===== src/rtl/ram_ctrl_pkg.sv =====
// Shared types and constants for the byte-RAM access controller.
package ram_ctrl_pkg;

   localparam int NUM_WR = 2;
   localparam int RD_LAT = 1;

   typedef enum logic [1:0] {
      IDLE  = 2'd0,
      RUN   = 2'd1,
      DRAIN = 2'd2
   } rd_state_t;

endpackage


===== src/rtl/ram_rd_skid.sv =====
// Two-entry byte FIFO catching RAM read data ahead of the output stream.
module ram_rd_skid (
   input  logic       clk,
   input  logic       reset,
   input  logic       push,
   input  logic [7:0] push_data,
   input  logic       pop,
   output logic [7:0] head,
   output logic [1:0] count,
   output logic       full,
   output logic       empty
);

   logic [7:0] mem [2];
   logic       wr_ptr;
   logic       rd_ptr;

   // storage, no reset needed: entries are only read once counted valid
   always_ff @(posedge clk) begin
      if (push) mem[wr_ptr] <= push_data;
   end

   // pointers and occupancy
   always_ff @(posedge clk) begin
      if (reset) begin
         wr_ptr <= 1'b0;
         rd_ptr <= 1'b0;
         count  <= 2'd0;
      end else begin
         if (push) wr_ptr <= ~wr_ptr;
         if (pop)  rd_ptr <= ~rd_ptr;
         case ({push, pop})
            2'b10:   count <= count + 2'd1;
            2'b01:   count <= count - 2'd1;
            default: count <= count;
         endcase
      end
   end

   assign head  = mem[rd_ptr];
   assign full  = (count == 2'd2);
   assign empty = (count == 2'd0);

endmodule


===== src/rtl/ram_access_ctrl.sv =====
// Write-port arbiter and burst-read sequencer for the dual-port byte RAM.
//
// state | meaning
// IDLE  | no burst; waits for rd_start
// RUN   | issuing reads while credit allows
// DRAIN | all reads issued; waits for final byte to be accepted
module ram_access_ctrl
   import ram_ctrl_pkg::*;
#(
   parameter int ADDRL = 14
) (
   input  logic                    clk,
   input  logic                    reset,
   input  logic [NUM_WR-1:0]       wr_valid,
   input  logic [NUM_WR*ADDRL-1:0] wr_addr,
   input  logic [NUM_WR*8-1:0]     wr_data,
   output logic [NUM_WR-1:0]       wr_ready,
   input  logic                    rd_start,
   input  logic [ADDRL-1:0]        rd_base,
   input  logic [ADDRL:0]          rd_len,
   output logic [7:0]              rd_data,
   output logic                    rd_valid,
   input  logic                    rd_ready,
   output logic                    rd_busy,
   output logic                    rd_done,
   output logic                    ram_ena,
   output logic                    ram_wea,
   output logic [ADDRL-1:0]        ram_addra,
   output logic [7:0]              ram_dia,
   output logic                    ram_enb,
   output logic [ADDRL-1:0]        ram_addrb,
   input  logic [7:0]              ram_dob
);

   // one read in flight plus one already buffered fills the 2-entry skid
   localparam int CREDITS = RD_LAT + 1;

   logic [NUM_WR-1:0] gnt;
   logic              rr_ptr;
   rd_state_t         state;
   logic [ADDRL:0]    rem;
   logic [ADDRL-1:0]  nxt_addr;
   logic              rd_pop;
   logic [1:0]        sk_count;
   logic              sk_full;
   logic              sk_empty;
   logic [2:0]        occ;
   logic              credit_ok;

   // grant: single requester wins outright, contention goes to the pointer
   always_comb begin
      gnt = wr_valid;
      if (wr_valid == 2'b11) gnt = rr_ptr ? 2'b10 : 2'b01;
   end

   assign wr_ready  = gnt;
   assign ram_ena   = |gnt;
   assign ram_wea   = |gnt;
   assign ram_addra = gnt[1] ? wr_addr[ADDRL +: ADDRL] : wr_addr[ADDRL-1:0];
   assign ram_dia   = gnt[1] ? wr_data[15:8] : wr_data[7:0];

   // pointer prefers the requester that was not served last
   always_ff @(posedge clk) begin
      if (reset)     rr_ptr <= 1'b0;
      else if (|gnt) rr_ptr <= gnt[0];
   end

   // ram_enb is the in-flight flag: its data lands in the skid at the next edge
   ram_rd_skid u_skid (
      .clk       (clk),
      .reset     (reset),
      .push      (ram_enb),
      .push_data (ram_dob),
      .pop       (rd_pop),
      .head      (rd_data),
      .count     (sk_count),
      .full      (sk_full),
      .empty     (sk_empty)
   );

   assign rd_valid = ~sk_empty;
   assign rd_pop   = rd_valid & rd_ready;
   assign rd_busy  = (state != IDLE);

   // occupancy after this edge; a pop this cycle frees a slot for a new issue
   assign occ       = {1'b0, sk_count} + {2'b00, ram_enb} - {2'b00, rd_pop};
   assign credit_ok = (occ < 3'(CREDITS));

   // read sequencer; the first read issues straight from IDLE to save a cycle
   always_ff @(posedge clk) begin
      if (reset) begin
         state     <= IDLE;
         ram_enb   <= 1'b0;
         ram_addrb <= '0;
         nxt_addr  <= '0;
         rem       <= '0;
         rd_done   <= 1'b0;
      end else begin
         ram_enb <= 1'b0;
         rd_done <= 1'b0;
         case (state)
            IDLE: begin
               if (rd_start) begin
                  if (rd_len == '0) begin
                     rd_done <= 1'b1;
                  end else begin
                     ram_enb   <= 1'b1;
                     ram_addrb <= rd_base;
                     nxt_addr  <= rd_base + ADDRL'(1);
                     rem       <= rd_len - (ADDRL+1)'(1);
                     state     <= (rd_len == (ADDRL+1)'(1)) ? DRAIN : RUN;
                  end
               end
            end
            RUN: begin
               if (credit_ok) begin
                  ram_enb   <= 1'b1;
                  ram_addrb <= nxt_addr;
                  nxt_addr  <= nxt_addr + ADDRL'(1);
                  rem       <= rem - (ADDRL+1)'(1);
                  if (rem == (ADDRL+1)'(1)) state <= DRAIN;
               end
            end
            DRAIN: begin
               // nothing in flight and a single byte left being taken
               if (!ram_enb && !sk_full && rd_pop) begin
                  rd_done <= 1'b1;
                  state   <= IDLE;
               end
            end
            default: state <= IDLE;
         endcase
      end
   end

endmodule


===== config.mk =====
export PLATFORM = sky130hd
export DESIGN_NAME = ram_access_ctrl
export DESIGN_NICKNAME = d
export VERILOG_FILES = /design/src/rtl/ram_ctrl_pkg.sv /design/src/rtl/ram_rd_skid.sv /design/src/rtl/ram_access_ctrl.sv
export SDC_FILE = /design/constraint.sdc
export NUM_CORES = 1
export LEC_CHECK = 0
export CAP_MARGIN = 30
export CORE_MARGIN = 5
export CORE_UTILIZATION = 47
export DETAILED_ROUTE_END_ITERATION = 10
export PLACE_DENSITY = 0.82
export SYNTH_ARGS = -nofsm -noshare
export SYNTH_HDL_FRONTEND = slang
export SYNTH_SLANG_ARGS = --single-unit

===== constraint.sdc =====
create_clock -name clk -period 3.7 [get_ports clk]
set_clock_uncertainty 0.05 [all_clocks]
set_input_delay 0.37 -clock clk [delete_from_list [all_inputs] [get_ports clk]]
set_output_delay 0.37 -clock clk [all_outputs]
set_load 0.005 [all_outputs]

Word-level counts from Yosys, hierarchy flattened
Memory sizes are Yosys's and may differ from the RTL's. A register that Yosys moved wholly into a read port is not among the register bits.
Cells that the tools add are included.
W data, S select, Z words.
{"block": "word_totals", "out_inout_bits": 52, "memories": 1, "word_cells": 86, "reg_bits": 52, "inputBits": 87, "ram_bits": 16}
{"block": "op_classes", "bitwise": 4, "magnitude_cmp": 1, "reduce_logical": 13, "addsub": 8, "n_eq_ne": 13, "mux": 36}
{"name": "u_skid.mem", "depth": 2, "width": 8, "rd": 1, "rd_clocked_by_memory_dff": 1, "write_ports": 1, "line_no": "ram_rd_skid.sv:14", "rtl": "logic [7:0] mem [2];"}
{"op": "$mux W14", "count": 7}
{"op": "$pmux W14 S2", "count": 2}
{"op": "$mux W15", "count": 3}
{"op": "$eq A15 B1 Y1 const B", "count": 2}
{"op": "$pmux W15 S2", "count": 1}
{"op": "$sub A15 B1 Y15 const B", "count": 2}
{"op": "$add A14 B1 Y14 const B", "count": 2}
{"op": "$mux W2", "count": 8}
{"op": "$logic_not A15 Y1", "count": 1}
{"op": "$mux W1", "count": 10}
{"op": "$ne A2 B2 Y1 const B", "count": 5}
{"op": "$eq A2 B2 Y1 const B", "count": 4}
{"op": "$mux W8", "count": 1}
{"op": "$pmux W2 S3", "count": 1}
{"op": "$reduce_bool A2 Y1", "count": 3}
{"op": "$reduce_and A5 Y1", "count": 1}
{"op": "$eq A2 B1 Y1 const B", "count": 2}
{"op": "$logic_not A2 Y1", "count": 2}
{"op": "$pmux W1 S2", "count": 2}
{"op": "$pmux W2 S2", "count": 1}
{"op": "$reduce_and A4 Y1", "count": 1}
{"op": "$add A2 B1 Y3", "count": 1}
{"op": "$lt A3 B2 Y1 const B", "count": 1}
{"op": "$not A1 Y1", "count": 3}
{"op": "7 further kinds", "count": 9}

Logic depth before layout (Yosys ltp)
Gate-level depths: netlist of run 1.
{"block": "logic_depth", "depth_word": 7, "depth_mapped": 14, "mapped_depth_nobuf": 11}

Hierarchy
A second synthesis of run 1 with hierarchy kept.
{"block": "hier_totals", "cells_unflattened": 473, "hier_area_um2": 4152.7}
{"module": "ram_access_ctrl", "seq_area_each_um2": 960.9, "cells_each": 426, "area_per_inst_um2": 3372.0, "n_inst": 1}
{"module": "ram_rd_skid", "seq_area_each_um2": 580.6, "cells_each": 47, "area_per_inst_um2": 780.7, "n_inst": 1}

Least setup slack after synthesis of run 1
No wires, ideal clock.
{"block": "synth_timing", "path_type": "reg-to-reg", "startpoint": "register u_skid.count[0]", "endpoint": "register nxt_addr[4]", "synth_period_minus_slack_ns": 3.069, "path_stages_with_launch": 12, "setup_ns": 0.074, "t_required_ns": 3.576, "t_arrival_ns": 2.945, "n_path_buf": 0, "path_slack_ns": 0.631, "path_cell_list": "dfxtp_1 or2_2 and2_1 ha_1 nand2b_1 fa_1 xnor2_1 a31oi_1 nor2_1 nand2_1 or4b_2 a31oi_1"}
{"block": "synth_via", "elab_chain_len": 7, "elab_cells_between_ends": 8, "classes_between": "2 x add/sub; 1 x order compare; 1 x eq/ne; 2 x bitwise; 2 x reduce/logical"}
{"item": "start: declaration", "line_no": "ram_rd_skid.sv:9", "rtl": "output logic [1:0] count,"}
{"item": "start signal: assignment", "line_no": "ram_rd_skid.sv:33", "rtl": "2'b10: count <= count + 2'd1;"}
{"item": "start signal: assignment", "line_no": "ram_rd_skid.sv:34", "rtl": "2'b01: count <= count - 2'd1;"}
{"item": "start signal: assignment", "line_no": "ram_rd_skid.sv:35", "rtl": "default: count <= count;"}
{"item": "$logic_not A2 Y1", "line_no": "ram_rd_skid.sv:42", "rtl": "assign empty = (count == 2'd0);"}
{"item": "$not A1 Y1", "line_no": "ram_access_ctrl.sv:81", "rtl": "assign rd_valid = ~sk_empty;"}
{"item": "via rd_valid", "line_no": "ram_access_ctrl.sv:22", "rtl": "output logic rd_valid,"}
{"item": "$and A1 B1 Y1", "line_no": "ram_access_ctrl.sv:82", "rtl": "assign rd_pop = rd_valid & rd_ready;"}
{"item": "via rd_pop", "line_no": "ram_access_ctrl.sv:43", "rtl": "logic rd_pop;"}
{"item": "$sub A3 B1 Y3", "line_no": "ram_access_ctrl.sv:86", "rtl": "assign occ = {1'b0, sk_count} + {2'b00, ram_enb} - {2'b00, rd_pop};"}
{"item": "$lt A3 B2 Y1", "line_no": "ram_access_ctrl.sv:87", "rtl": "assign credit_ok = (occ < 3'(CREDITS));"}
{"item": "$ne A2 B2 Y1 (no source line)"}
{"item": "$reduce_and A4 Y1 (no source line)"}
{"item": "end signal: assignment", "line_no": "ram_access_ctrl.sv:109", "rtl": "nxt_addr <= rd_base + ADDRL'(1);"}
{"item": "end signal: assignment", "line_no": "ram_access_ctrl.sv:119", "rtl": "nxt_addr <= nxt_addr + ADDRL'(1);"}
{"item": "end: declaration", "line_no": "ram_access_ctrl.sv:42", "rtl": "logic [ADDRL-1:0] nxt_addr;"}
The timed path passes the listed nets, and every way through them passes these cells.
A chain may end at the register's enable or synchronous reset.

Worst setup path after layout of run 1
{"block": "layout_timing", "startpoint": "register u_skid.count[0]", "endpoint": "register nxt_addr[10]"}
{"block": "layout_via", "elab_chain_len": 7, "elab_cells_between_ends": 8, "classes_between": "2 x add/sub; 1 x order compare; 1 x eq/ne; 2 x bitwise; 2 x reduce/logical"}
{"item": "$logic_not A2 Y1", "line_no": "ram_rd_skid.sv:42"}
{"item": "$not A1 Y1", "line_no": "ram_access_ctrl.sv:81"}
{"item": "$and A1 B1 Y1", "line_no": "ram_access_ctrl.sv:82"}
{"item": "via rd_pop", "line_no": "ram_access_ctrl.sv:43"}
{"item": "$sub A3 B1 Y3", "line_no": "ram_access_ctrl.sv:86"}
{"item": "$lt A3 B2 Y1", "line_no": "ram_access_ctrl.sv:87"}
{"item": "$ne A2 B2 Y1 (no source line)"}
{"item": "$reduce_and A4 Y1 (no source line)"}
The timed path passes the listed nets, and every way through them passes these cells.

==> metrics.md, run 1 <==
| Metric | Value |
|---|---|
| CTS root buffer | clkbuf_8 |
| Drt first pass iters | 5 |
| Largest cells by area after synthesis | dfxtp_1 (25%), edfxtp_1 (11%), mux2_2 (8.2%) |
| Initial antenna violation count | 0 |
| Routed wire per std cell | 16.9 um |
| Slew Viols, Final | 0 |
| Final Setup Violations | 0 |
| Clock buffer depth | 2 |
| Seq/Total Area, Yosys | 36.2% |
| Final Hold Vio Count | 0 |
| Period utilization | 88.6% |
| FF+latch area | 0.00154 mm2 |
| Crit Path Class | reg -> reg |
| Mean Syn Cell Area | 8.59 um2 |
| Fillers | 717 |
| Buffers on Ports | 138 |
| Multi-input gate area | 0.00251 mm2 |
| EDFF count, synth | 16 |
| Max_cap viols | 0 |
| GPL Wtd Cong | 0.823 |
| Crit-path slowest cell | fa_1 |
| Via Count | 4335 |
| DRC Markers | 0 |
| Worst path cell trace | or2_2 -> and2_1 -> ha_1 -> nand2b_1 -> fa_1 -> xnor2_1 -> a31oi_1 -> a211oi_4 -> buf_4 -> nand2b_1 -> nor3b_1 -> a221o_1 |
| Post-synth top area share | 24.9% |
| Cell taking the most area after synthesis | dfxtp_1 |
| Hold crit path type | in -> reg |
| Worst Path Arrival | 3.52 ns |
| Rows | 34 |
| Synth Warn # | 0 |
| Critical path launch point type | register |
| Layout cells sized above 1 | 11.9% |
| CP dominant cell by count | nand2b_1 |
| Largest net degree at the start of global routing | 56 |
| TNS Setup | 0 ns |
| Status | finished, final reports clean |
| Post-route cell area | 0.00590 mm2 |
| Tot Pwr | 4.02 mW |
| CTS tree | built |
| CTS sink cnt | 69 |
| HPWL Detailed | 9330 um |
| RSZ-0062 raised after global routing | false |
| Area Overhead vs Synth | 38.6% |
| Die area | 0.0111 mm2 |
| Die Y | 105 um |
| Diode count | 0 |
| Most common cell after layout, fill and taps aside | clkdlybuf4s50_1 |
| Yosys cell types | 66 |
| CTS clk-pin slew, worst paths | 0.08 ns |
| Final min period | 3.28 ns |
| Post-Syn Nets | 592 |
| IO Pins | 139 |
| Global-route wire length before repair | 20400 um |
| Fin nets | 719 |
| Vias per cell | 5.89 |
| Grt ovf | 0 |
| Crit path max fanout | 19 |
| Vias in the first global route | 4452 |
| Slew headroom | 39.6% |
| Post-Syn Area | 0.00426 mm2 |
| Pleak | 2.13 nW |
| Routed Antenna Nets | 0 |
| PostCTS Resize Cnt | 0 |
| Starting Density | 48.6% |
| Slowest stage delay, CP | 0.38 ns |
| Mapped Cells | 496 |
| CP endpoint kind | register |
| Die Wd | 105 um |
| Global Route Usage Sum | 21.9% |
| Post-detailed-routing wire length | 12500 um |
| Fmax | 0.305 GHz |
| Pwr/cell area | 682 mW/mm2 |
| CTS H-tree lvls | 3 |
| Placed cell area | 0.00571 mm2 |
| Num CTS Buffers | 9 |
| Iteration-0 DRC Markers | 282 |
| Final worst slack | 0.420 ns |
| Worst slew pin tran | 0.897 ns |
| Worst skew pair latency | 0.35 ns |
| Most used flip-flop cell after synthesis | dfxtp_1 |
| Hold_buf cts | 0 |
| Commonest cells after routing, fill and taps aside | clkdlybuf4s50_1 (137), dfxtp_1 (53), nand2_1 (52), nor2_1 (43) |
| Post-Place Setup Slack | 0.286 ns |
| Synth Register Bits | 69 |
| Peak VDD IR | 0.000282 V |
| Post-CTS Setup Bufs | 0 |
| WP data required | 3.94 ns |
| FFs w/ async S/R, synth | 0% |
| Core footprint | 0.00876 mm2 |
## layout make-up
cell class	instances	area share, %
multi-input combinational	379	42.6
sequential	69	26.1
timing repair buffer	148	25.0
tap	108	2.29
clock buffer	9	2.10
inverter	16	1.02
clock inverter	7	0.869
## power by group
part           total, mW  internal, mW  switching [mW]
sequential          1.29          1.05           0.246
combinational       2.18          1.00            1.18
clock              0.549         0.243           0.305
total               4.02          2.29            1.73
## synthesized netlist by cell type, drive strengths merged, types with 3 or more instances
cell type / instances
or2: 4
or3: 5
clkbuf: 19
dfxtp: 53
mux2: 31
ha: 8
nor2b: 5
mux2i: 7
buf: 13
nand3: 19
a211oi: 14
a22oi: 4
nor2: 43
xor2: 7
a21oi: 31
nor3: 11
edfxtp: 16
and4b: 3
a21o: 3
a21boi: 5
a31oi: 17
nand4: 7
xnor2: 9
o211ai: 4
a311oi: 4
o21ai: 28
nand2: 53
o22ai: 8
and3: 3
nor4: 6
inv: 16
or4: 3
nand2b: 6
o31ai: 3
nor3b: 3
## registers in the layout, summed over array words and instances, names as in the netlist, named ones only
| register | cells |
|---|---|
| u_skid.wr_ptr | 1 |
| u_skid.count | 2 |
| rr_ptr | 1 |
| rd_done | 1 |
| rem | 15 |
| ram_addrb | 14 |
| u_skid.rd_ptr | 1 |
| state | 2 |
| u_skid.mem | 16 |
| nxt_addr | 14 |
| ram_enb | 1 |
## final timing paths
check,start,end,slack [ns],cells past startpoint
min,reset,register,0.43,3
max,u_skid.count[0],nxt_addr[10],0.42,12
max reg2reg,u_skid.count[0],nxt_addr[10],0.42,12
min reg2reg,rr_ptr,rr_ptr,0.44,2
## per-stage QoR
step	hold WS, ns	utilization, %	std cells
5_1_grt	0.440	67.3	736
2_1_floorplan	0.399	-	496
3_3_place_gp	0.418	65.0	718
6_report	0.426	67.3	736
3_5_place_dp	0.431	65.1	719
4_1_cts	0.442	67.1	735
## metal layers
layer  vias up  share of wire (%)  track usage [%]
met5         -                  0                0
met4         0                2.4             8.13
met3        26                8.2             5.49
met2       221                 50             38.5
met1      1997                 39             25.5
li1       2091                  -                -
## worst max-delay path, delay by kind of cell, from the launching register on
family,cells,cell delay (ns)
AO/OA/AOI/OAI,3,0.62
buffers and inverters,1,0.28
adder cells (fa/ha/maj),2,0.67
flip-flops,1,0.37
AND/OR/NAND/NOR,5,1.00
XOR/XNOR,1,0.23
## kinds of logic (layout without fill, tap and decap cells)
| kind of cell | count (synthesis) | count (layout) | share of synthesized area [%] |
|---|---|---|---|
| XOR/XNOR | 16 | 16 | 3.29 |
| AND/OR/NAND/NOR | 179 | 179 | 21.8 |
| multiplexers | 38 | 38 | 9.84 |
| AO/OA/AOI/OAI | 137 | 137 | 21.1 |
| flip-flops | 69 | 69 | 36.2 |
| buffers and inverters | 48 | 180 | 4.96 |
| adder cells (fa/ha/maj) | 9 | 9 | 2.82 |
Note: power is estimated with default switching activity, not from simulation.
==> run 2, diff against run 1 <==
ABC_AREA = 1   (was default)
CTS_CLUSTER_DIAMETER = 50   (was default)
==> run 2 against run 1 <==
Effect of this change: combinational power barely moved; synthesized cell count rose by 30%; wire length rose by 2.0%; sequential power barely moved; setup slack improved by 0.011 ns; final cell count rose by 21%; sequential cell count did not move; synthesized area rose by 1.7%; utilization fell by 1.8 points; critical path type unchanged.
==> metrics.md, run 2 <==
| Metric | Value |
|---|---|
| Sequential power share | 31.1% (-1.0 points) |
| Final min period | 3.27 ns (-0.0106 ns) |
| CTS H-tree lvls | 3 (unchanged) |
| Synth Warn # | 0 (unchanged) |
| Core footprint | 0.00911 mm2 (+3.9%) |
| CTS clk-pin slew, worst paths | 0.08 ns (about the same) |
| Crit path max fanout | 19 (unchanged) |
| Post-Place Setup Slack | 0.268 ns (-0.0176 ns) |
| Num CTS Buffers | 9 (unchanged) |
| Worst Path Arrival | 3.45 ns (-0.07 ns) |
| WP data required | 3.88 ns (-0.06 ns) |
| Mapped Cells | 645 (+30%) |
| Die Wd | 106 um (+0.77%) |
| R2R setup slack | 0.43 ns (about the same) |
| Mean Syn Cell Area | 6.72 um2 (-22%) |
| Hold_buf cts | 0 (unchanged) |
| Post-CTS Setup Bufs | 0 (unchanged) |
| Placed Cells | 874 (+22%) |
| Period utilization | 88.4% (-0.29 points) |
| Critical path launch point type | register |
| CTS tree | built |
| Initial antenna violation count | 0 (unchanged) |
| Crit Path Class | reg -> reg |
| Die area | 0.0112 mm2 (+1.5%) |
| Most used flip-flop cell after synthesis | dfxtp_1 |
| Final worst slack | 0.431 ns (+0.0106 ns) |
| CTS root buffer | clkbuf_8 |
| Comb power frac | 51.8% (-2.5 points) |
| Seq/Total Area, Yosys | 35.6% (-0.61 points) |
| Fillers | 800 (+12%) |
| CTS sink cnt | 69 (unchanged) |
| Status | finished, final reports clean |
| PostCTS Resize Cnt | 0 (unchanged) |
| Pwr/cell area | 698 mW/mm2 (+2.4%) |
| Cell taking the most area after synthesis | dfxtp_1 |
| Final Instance Count excl. Fillers | 890 (+21%) |
| Final Setup Violations | 0 (unchanged) |
| Max FFs per register | 16 (unchanged) |
| Vias in the first global route | 4393 (-1.3%) |
| RSZ-0062 raised after global routing | false |
| Internal | 2.36 mW (+3.2%) |
| Worst path cell trace | or2_2 -> nand2_1 -> inv_1 -> ha_1 -> or2_2 -> fa_1 -> inv_1 -> nor2_1 -> nand3_1 -> nand2_2 -> inv_2 -> o21ai_0 -> a21oi_1 |
| Yosys cell types | 39 (-41%) |
| Global Route Usage Sum | 22.5% (+0.60 points) |
| Slew Viols, Final | 0 (unchanged) |
| Fin nets | 870 (+21%) |
| Largest cells by area after synthesis | dfxtp_1 (24%), nand2_1 (18%), edfxtp_1 (11%) |
| Routed Antenna Nets | 0 (unchanged) |
| Layout cells sized above 1 | 7.32% (-4.6 points) |
| Post-Syn Area | 0.00433 mm2 (+1.7%) |
| Routed wire per std cell | 14.3 um (-16%) |
| DRC Markers | 0 (unchanged) |
| Peak VDD IR | 0.000289 V (+2.5%) |
| Post-synth top cells | nand2_1 (206), nor2_1 (78), inv_1 (58) |
| Sw Ratio | 43.3% (+0.27 points) |
| Buffers on Ports | 138 (unchanged) |
| FFs w/ async S/R, synth | 0% (unchanged) |
| Grt ovf | 0 (unchanged) |
| Switching component of the power | 1.81 mW (+4.3%) |
| Crit-path slowest cell | fa_1 |
| Global-route wire length before repair | 20600 um (+0.74%) |
| CP endpoint | rem[0] |
| Final Hold Vio Count | 0 (unchanged) |
| Tot Pwr | 4.17 mW (+3.7%) |
| Finished Core Util | 65.6% (-1.8 points) |
| Post-synth top area share | 24.5% (-0.42 points) |
| Most common cell after layout, fill and taps aside | nand2_1 |
| Worst slew pin tran | 0.969 ns (+0.0720 ns) |
| Clock Power Share | 17.2% (+3.6 points) |
| Fmax | 0.306 GHz (+0.32%) |
| Slowest stage delay, CP | 0.49 ns (+0.11 ns) |
| Hold crit path type | reg -> reg |
| EDFF count, synth | 16 (unchanged) |
| Commonest cells after routing, fill and taps aside | nand2_1 (206), clkdlybuf4s50_1 (138), nor2_1 (78), inv_1 (58), dfxtp_1 (53) |
| GPL Wtd Cong | 0.900 (+9.3%) |
| Diode count | 0 (unchanged) |
| Largest net degree at the start of global routing | 39 (-30%) |
| Pleak | 2.68 nW (+26%) |
| Iteration-0 DRC Markers | 223 (-21%) |
| Slew headroom | 35.3% (-4.3 points) |
| Via Count | 4619 (+6.6%) |
| Worst setup path start | u_skid.count[0] |
| Top flop regs | u_skid.mem x16, rem x15 |
| Post-Syn Nets | 741 (+25%) |
| Starting Density | 47.6% (-1.0 points) |
| Synth Register Bits | 69 (unchanged) |
| IO Pins | 139 (unchanged) |
| Worst skew pair latency | 0.35 ns (about the same) |
| RR Startpoint | u_skid.count[0] |
| Post-detailed-routing wire length | 12700 um (+2.0%) |
| Reg-to-Reg End | rem[0] |
| Rows | 35 (+2.9%) |
| Clock buffer depth | 2 (unchanged) |
| Drt first pass iters | 5 (unchanged) |
| CP endpoint kind | register |
| Most instantiated library cell after synthesis | nand2_1 |
| Area Overhead vs Synth | 37.9% |
| Top reg by flops | u_skid.mem |
| Max_cap viols | 0 (unchanged) |
| TNS Setup | 0 ns (unchanged) |
| Reg2Reg Depth | 13 (+1) |
| HPWL Detailed | 9620 um (+3.1%) |
| Die Y | 106 um (+0.77%) |
| Vias per cell | 5.19 (-12%) |
## run 2: cell types whose count changed after synthesis, moves of 6 or more
| cell | before | now |
|---|---|---|
| nand2_2 | 0 | 8 |
| nand2_1 | 52 | 206 |
| mux2_2 | 31 | 8 |
| nand3_1 | 19 | 51 |
| o21ai_0 | 28 | 40 |
| nor3_1 | 11 | 3 |
| a31oi_1 | 17 | 0 |
| nor2_1 | 43 | 78 |
| clkbuf_1 | 19 | 9 |
| inv_1 | 16 | 58 |
| o22ai_1 | 8 | 1 |
| mux2i_1 | 7 | 1 |
| a211oi_1 | 12 | 1 |
## run 2: logic make-up after synthesis
kind of cell	count (synthesis)	synth area share [%]
simple gates	374	36.7
mux	9	2.31
flops	69	35.6
fa+ha+maj	9	2.77
xor+xnor	13	2.63
compound gates	85	11.1
buf+inv	86	8.93
## run 2: how the worst min path moves through the flow
stage,startpoint,to,depth (start not counted)
floorplan,u_skid.rd_ptr,register,1
global placement,u_skid.rd_ptr,u_skid.rd_ptr,1
detailed placement,u_skid.rd_ptr,register,1
CTS,u_skid.rd_ptr,register,1
global route,u_skid.rd_ptr,register,1
finish,u_skid.rd_ptr,register,1
## run 2: final cells by class
type / count / area (um2) / share of cell area (%)
multi-input combinational: 490 / 2400 / 40.2
sequential: 69 / 1540 / 25.8
timing repair buffer: 143 / 1430 / 24.0
inverter: 61 / 229 / 3.83
tap: 111 / 139 / 2.32
clock buffer: 9 / 124 / 2.07
clock inverter: 7 / 106 / 1.78
## run 2: per-layer routing
| metal | global-route usage (%) | part of all wire [%] | wire length, um | vias to the layer above |
|---|---|---|---|---|
| met2 | 38.5 | 48 | 6150 | 179 |
| met4 | 8.14 | 1.9 | 240 | 0 |
| met3 | 6.25 | 8.2 | 1040 | 20 |
| met5 | 0 | 0 | 0 | - |
| met1 | 27.0 | 42 | 5290 | 2078 |
| li1 | - | - | - | 2342 |
## run 2: power groups by stage
stage	Sequential, mW	Clock (mW)	Combinational, mW
finish	1.30	0.716	2.16
global route	1.33	0.764	2.42
CTS	1.29	0.721	2.15
detailed placement	1.30	0	2.14
global placement	1.29	0	2.10
floorplan	1.23	0	1.50
## run 2: critical path, delay by kind of cell (launching register included)
kind	cells	cell delay [ns]
and+or+nand+nor	6	1.29
adders and majority gates	2	0.77
DFF	1	0.37
buffers and inverters	3	0.35
AOI/OAI and AO/OA	2	0.31
## run 2: stage by stage
stage	hold slack (ns)	area [um2]
2_1_floorplan	0.376	4330
4_1_cts	0.406	5970
5_1_grt	0.441	5970
3_5_place_dp	0.402	5740
3_3_place_gp	0.387	5740
6_report	0.406	5970
